`src/rtl/arith_pkg.sv`:
```
// arith_pkg -- shared definitions for the arithmetic blocks.
//
// Contents:
//   DEFAULT_WIDTH  default operand/result width for the divider
//   div_state_t    sequencing states of sequential_divider
package arith_pkg;

    localparam int DEFAULT_WIDTH = 32;

    typedef enum logic [1:0] {
        IDLE = 2'd0,  // waiting for start
        PREP = 2'd1,  // magnitudes/signs formed, first step taken
        RUN  = 2'd2,  // one restoring step per cycle
        FIN  = 2'd3   // results written, new start may be taken
    } div_state_t;

endpackage

```
`src/rtl/div_step.sv`:
```
// div_step -- one restoring division iteration (purely combinational).
//
// Ports:
//   rem_in   [WIDTH-1:0]  partial remainder before this step (< dvs)
//   dvs      [WIDTH-1:0]  divisor magnitude
//   bit_in                next dividend bit shifted into the remainder
//   rem_out  [WIDTH-1:0]  partial remainder after this step (< dvs)
//   q_bit                 quotient bit produced by this step
module div_step
    import arith_pkg::*;
#(
    parameter int WIDTH = DEFAULT_WIDTH
) (
    input  logic [WIDTH-1:0] rem_in,
    input  logic [WIDTH-1:0] dvs,
    input  logic             bit_in,
    output logic [WIDTH-1:0] rem_out,
    output logic             q_bit
);

    // The shifted remainder can reach 2*dvs-1, so it needs one extra bit.
    logic [WIDTH:0] shifted;
    logic [WIDTH:0] diff;

    // NOTE: every output of a combinational block gets a value on every path,
    // otherwise synthesis infers a latch to hold the old value.
    always_comb begin
        shifted = {rem_in, bit_in};
        diff    = shifted - {1'b0, dvs};
        q_bit   = (shifted >= {1'b0, dvs});
        rem_out = q_bit ? diff[WIDTH-1:0] : shifted[WIDTH-1:0];
    end

endmodule

```
`src/rtl/sequential_divider.sv`:
```
// sequential_divider -- multi-cycle restoring divider, one bit per cycle.
//
// Build option: define SEQ_DIV_SIGNED_EN for two's-complement signed
// division (quotient truncates toward zero, remainder takes the dividend's
// sign). Without it the operands are treated as unsigned. Latency is the same.
//
// Ports:
//   clk, rst_n               rising-edge clock, asynchronous active-low reset
//   start                    request; taken in IDLE or FIN, ignored otherwise
//   dividend, divisor        operands, captured on the accepting edge (T0)
//   busy                     high from T0 until FIN
//   done                     one-cycle pulse, results valid after edge T0+WIDTH+1
//   quotient, remainder      results, held until the next result is written
//   div_by_zero              set with the results when divisor was zero
//
// Timing: T0 captures operands. At edge T0+1 PREP forms the magnitudes and
// takes the first restoring step; RUN takes the remaining WIDTH-1 steps and
// reaches FIN at edge T0+WIDTH. FIN writes the signed results and done on
// edge T0+WIDTH+1. A zero divisor goes PREP->FIN, so done follows edge T0+2.
module sequential_divider
    import arith_pkg::*;
#(
    parameter int WIDTH = DEFAULT_WIDTH
) (
    input  logic             clk,
    input  logic             rst_n,
    input  logic             start,
    input  logic [WIDTH-1:0] dividend,
    input  logic [WIDTH-1:0] divisor,
    output logic             busy,
    output logic             done,
    output logic [WIDTH-1:0] quotient,
    output logic [WIDTH-1:0] remainder,
    output logic             div_by_zero
);

    localparam int              CW   = (WIDTH > 1) ? $clog2(WIDTH) : 1;
    localparam logic [CW-1:0]   LAST = CW'(WIDTH - 1);

    div_state_t       state;
    logic [WIDTH-1:0] dvd_q;     // captured dividend
    logic [WIDTH-1:0] dvs_q;     // captured divisor
    logic [WIDTH-1:0] dvs_mag;   // divisor magnitude used by RUN
    logic [WIDTH-1:0] rem_q;     // partial remainder
    logic [WIDTH-1:0] sh_q;      // unused dividend bits above, quotient bits below
    logic             q_neg;
    logic             r_neg;
    logic             zero_q;
    logic [CW-1:0]    cnt;

    logic             a_neg, b_neg;
    logic [WIDTH-1:0] a_mag, b_mag;
    logic [WIDTH-1:0] shift_src, st_rem, st_dvs, st_rem_out, sh_next;
    logic             st_q;

    // Operand magnitudes from the captured values; only meaningful in PREP.
    always_comb begin
`ifdef SEQ_DIV_SIGNED_EN
        a_neg = dvd_q[WIDTH-1];
        b_neg = dvs_q[WIDTH-1];
`else
        a_neg = 1'b0;
        b_neg = 1'b0;
`endif
        // Negating the most-negative value yields 2**(WIDTH-1), which is the
        // correct unsigned magnitude.
        a_mag = a_neg ? -dvd_q : dvd_q;
        b_mag = b_neg ? -dvs_q : dvs_q;
    end

    // PREP feeds the step directly from the fresh magnitudes; RUN from state.
    always_comb begin
        if (state == PREP) begin
            shift_src = a_mag;
            st_rem    = '0;
            st_dvs    = b_mag;
        end else begin
            shift_src = sh_q;
            st_rem    = rem_q;
            st_dvs    = dvs_mag;
        end
        sh_next = {shift_src[WIDTH-2:0], st_q};
    end

    div_step #(.WIDTH(WIDTH)) u_step (
        .rem_in  (st_rem),
        .dvs     (st_dvs),
        .bit_in  (shift_src[WIDTH-1]),
        .rem_out (st_rem_out),
        .q_bit   (st_q)
    );

    // NOTE: state is updated with non-blocking assignments so every register
    // samples the pre-edge values, independent of statement order.
    always_ff @(posedge clk or negedge rst_n) begin
        if (!rst_n) begin
            state       <= IDLE;
            dvd_q       <= '0;
            dvs_q       <= '0;
            dvs_mag     <= '0;
            rem_q       <= '0;
            sh_q        <= '0;
            q_neg       <= 1'b0;
            r_neg       <= 1'b0;
            zero_q      <= 1'b0;
            cnt         <= '0;
            busy        <= 1'b0;
            done        <= 1'b0;
            quotient    <= '0;
            remainder   <= '0;
            div_by_zero <= 1'b0;
        end else begin
            done <= 1'b0;
            unique case (state)
                IDLE: begin
                    if (start) begin
                        dvd_q <= dividend;
                        dvs_q <= divisor;
                        busy  <= 1'b1;
                        state <= PREP;
                    end
                end
                PREP: begin
                    dvs_mag <= b_mag;
                    q_neg   <= a_neg ^ b_neg;
                    r_neg   <= a_neg;
                    zero_q  <= (dvs_q == '0);
                    if (dvs_q == '0) begin
                        busy  <= 1'b0;
                        state <= FIN;
                    end else begin
                        sh_q  <= sh_next;
                        rem_q <= st_rem_out;
                        cnt   <= CW'(1);
                        state <= RUN;
                    end
                end
                RUN: begin
                    sh_q  <= sh_next;
                    rem_q <= st_rem_out;
                    if (cnt == LAST) begin
                        cnt   <= '0;
                        busy  <= 1'b0;
                        state <= FIN;
                    end else begin
                        cnt <= cnt + CW'(1);
                    end
                end
                FIN: begin
                    done        <= 1'b1;
                    div_by_zero <= zero_q;
                    if (zero_q) begin
                        quotient  <= '1;
                        remainder <= dvd_q;
                    end else begin
                        quotient  <= q_neg ? -sh_q : sh_q;
                        remainder <= r_neg ? -rem_q : rem_q;
                    end
                    if (start) begin
                        dvd_q <= dividend;
                        dvs_q <= divisor;
                        busy  <= 1'b1;
                        state <= PREP;
                    end else begin
                        state <= IDLE;
                    end
                end
                default: state <= IDLE;
            endcase
        end
    end

endmodule
```
`config.mk`:
```
export PLATFORM = sky130hd
export DESIGN_NAME = sequential_divider
export DESIGN_NICKNAME = d
export VERILOG_FILES = /design/src/rtl/arith_pkg.sv /design/src/rtl/div_step.sv /design/src/rtl/sequential_divider.sv
export SDC_FILE = /design/constraint.sdc
export NUM_CORES = 1
export LEC_CHECK = 0
export BUFFER_PORTS_ARGS = -buffer_cell sky130_fd_sc_hd__clkbuf_2
export CORE_ASPECT_RATIO = 0.75
export CORE_MARGIN = 4
export CORE_UTILIZATION = 45
export CTS_CLUSTER_SIZE = 10
export DETAILED_ROUTE_END_ITERATION = 8
export GPL_TIMING_DRIVEN = 0
export PLACE_DENSITY = 0.72
export SLEW_MARGIN = 20
export SYNTH_ARGS = -nofsm -noshare
export SYNTH_HDL_FRONTEND = slang
export SYNTH_HIERARCHICAL = 1
export SYNTH_SLANG_ARGS = --single-unit
```
`constraint.sdc`:
```
create_clock -name clk -period 3.94 [get_ports clk]
set_input_delay 0.394 -clock clk [delete_from_list [all_inputs] [get_ports clk]]
set_output_delay 0.394 -clock clk [all_outputs]
set_load 0.02 [all_outputs]
```
==> impl_metrics.ini <==
[sta]
rsz0062_at_grt = yes
fin_crit_ns = 4.10
fmax_mhz = 244
worstMarginPinSlew_ns = 0.866
slew_headroom = 0.422
report.final.slew_viol_count = 0
setup_viol = 28
fin_crit_sh = 1.04
setup_ws_ns = -0.158
clock_skew_ns = 0.0105
hold_viol = 0

[final_layout]
antenna-diode-count = 0
final_nets = 1345
drive_gt1_frac = 0.354
n_fill_cell = 2254
final_cell_mix = dfrtp_1 (235), mux2_2 (137), clkbuf_2 (133), a21oi_1 (89), o22ai_1 (62)
area_growth_pct = 21.4
layout_commonest_cell = dfrtp_1
post-route-util = 0.557

[clock_network]
clk_pin_slew_ns = 0.06
clock_latency_ns = 0.53
cts_tree = done
cts_buffer_depth = 3
cts-root-buf = clkbuf_16
cts_htree_levels = 1
cts_num_sinks = 235
cts_made_buffers = 27

[setup_path]
path_cells = inv_2, ha_4, clkbuf_16, buf_8, mux2_4, inv_4, ha_4, a21oi_4, a211oi_2, or3_4, nor4b_4, o21ai_2, a31oi_4, o21a_4, inv_6, buf_12, buf_12, mux2_4, mux2_4
endpoint_kind = flip-flop
crit_path_frequent_cell = mux2_4
required_ns = 4.34
cp_top_family = multiplexers
worst_path_largest_cell_delay_ns = 0.41
path_buf_inv = 7
r2r_end = rem_q[28]
r2r_slack_ns = -0.16
reg2regPathDepth = 19
worstSetupPathType = reg2reg
critPathSlowestCell = nor4b_4
cp.arrival_ns = 4.50
crit_path_max_fanout = 7
cp-start-kind = flip-flop
r2r_start = state[1]

[global_routing]
grt_pass1_vias = 9056
grt_pass1_wl_um = 49500
overflow = 0
grt_max_degree = 89
track_usage = 0.211
antenna_found_initial = 1

[drt]
wl_per_cell_um = 19.9
wirelength_um = 31600
drc = 0
first_pass_iters = 5
ant_nets = 0
via_per_inst = 5.68
drt_iter0_drc = 559
vias = 8996

[floorplan]
die_y_um = 149
fp.dieW_um = 196
start_util = 0.459
core_um2 = 26000
rows = 51
dieArea_um2 = 29200
ios = 134

[outcome]
violations = setup timing
status = complete, but fails checks

[placement]
hpwlAfterDp_um = 22900
gp_congestion = 0.878
port_buffers = 133

[yosys]
synthesis.yosys.warnings = 6
synth_fp_nets = 1160
ys_ff_latch = 235
yosys_most_used_dff = dfrtp_1
seq_area_frac_synth = 0.492
avgSynthCellArea_um2 = 11.3
syn_area_um2 = 11900
synthDistinctLibCells = 62
ys_async_sr_fraction = 1.00
syn_inst = 1053
synth_edf_count = 0

[flow_run]
cap_viol_max_count = 0

[min_path]
min_path_type = in2reg
holdCritStartpoint = divisor[14]
whs_endpoint = b_mag[14]
holdPathStages = 2
[repair_timing]
action / in CTS / in global routing
pin swaps: 13 / 14
hold buffers: 1 / 0
setup endpoints to repair: 33 / 31
endpoints found under the hold margin: 72 / 0
setup buffers: 19 / 8
gates resized for setup: 63 / 29
cloned: 2 / 1
[registers in the layout (all words and copies together) (netlist names), 2 cells and up]
signal and cells:
a_mag 32, b_mag 32, dvs_mag 32, quotient 32, rem_q 32, remainder 32, sh_q 32, cnt 5
state 2
[metrics by stage]
step	instance area (µm²)	setup WS [ns]	hold WS [ns]	TNS [ns]	cells
2_1_floorplan	12000	0.0139	0.0984	0	1053
3_3_place_gp	13100	-2.25	0.455	-538.24	1530
3_5_place_dp	13100	-0.754	0.446	-19.08	1532
4_1_cts	14300	-0.143	0.0744	-2.22	1578
5_1_grt	14500	-0.283	0.0795	-7.02	1584
6_report	14500	-0.158	0.0940	-3.15	1584
[routing by layer]
layer / routed length, µm / vias up / global-route usage
met5: 0 / - / 0
met4: 549 / 0 / 0.0426
met3: 2130 / 42 / 0.0445
met2: 13900 / 268 / 0.319
met1: 14900 / 4481 / 0.317
li1: - / 4205 / -
[worst max-delay path by stage]
stage                  end  slack (ns)      from  depth (start not counted)
4_1_cts          rem_q[28]       -0.14  state[0]                         19
5_1_grt          rem_q[28]       -0.28  state[1]                         19
3_5_place_dp     rem_q[28]       -0.75  state[1]                         18
6_report         rem_q[28]       -0.16  state[1]                         19
2_1_floorplan    rem_q[21]        0.01  state[1]                         19
3_3_place_gp   quotient[7]       -2.25     rst_n                          1
[cells in the mapped netlist, types with 6 or more instances]
| library cell | instances | area, µm² |
|---|---|---|
| buf_2 | 17 | 85.1 |
| a31oi_1 | 6 | 37.5 |
| a21o_1 | 9 | 67.6 |
| nand2_1 | 31 | 116 |
| xnor2_1 | 18 | 158 |
| o21ai_0 | 21 | 105 |
| inv_1 | 45 | 169 |
| a21oi_1 | 91 | 455 |
| o22a_1 | 32 | 280 |
| nand3_1 | 8 | 40.0 |
| nor4_1 | 10 | 62.6 |
| dfrtp_1 | 235 | 5880 |
| nand4_1 | 11 | 68.8 |
| clkbuf_1 | 38 | 143 |
| xor2_1 | 8 | 70.1 |
| o22ai_1 | 62 | 388 |
| nor2_1 | 58 | 218 |
| ha_1 | 39 | 488 |
| nor3_1 | 6 | 30.0 |
| mux2_2 | 150 | 1690 |
| nor2b_1 | 39 | 244 |
| mux2i_1 | 35 | 350 |
| mux2_4 | 9 | 135 |
[logic make-up (layout without fill, tap and decap cells)]
group	after synthesis	count (layout)	share of synthesized area
buffers and inverters	112	299	0.0415
AOI/OAI and AO/OA	263	263	0.143
muxes	196	196	0.184
DFF	235	235	0.492
and+or+nand+nor	181	181	0.0773
adders and majority gates	40	40	0.0425
xor gates and xnor gates	26	26	0.0191
[worst reg2reg max path: stages, from the launching register on]
cell	delay, ns
dfrtp_1	0.39
inv_2	0.08
ha_4	0.13
clkbuf_16	0.16
buf_8	0.13
mux2_4	0.32
inv_4	0.06
ha_4	0.22
a21oi_4	0.18
a211oi_2	0.09
or3_4	0.39
nor4b_4	0.41
o21ai_2	0.12
a31oi_4	0.21
o21a_4	0.20
inv_6	0.04
buf_12	0.13
buf_12	0.14
mux2_4	0.31
mux2_4	0.27
[area by class of cell]
type                    count  area, µm²  share of cell area
inverters                  46        185              0.0128
plain buffers              56        370              0.0256
clock inverters             1       8.76            0.000604
clock buffers              30        707              0.0488
multi-input cells         706       5860               0.404
flip-flops and latches    235       5880               0.406
well taps                 344        430              0.0297
repair buffers            166       1050              0.0728
Power is left out: the tool's default activity adds up to more than one toggle a clock period on the data nets, which glitch-free logic cannot reach.
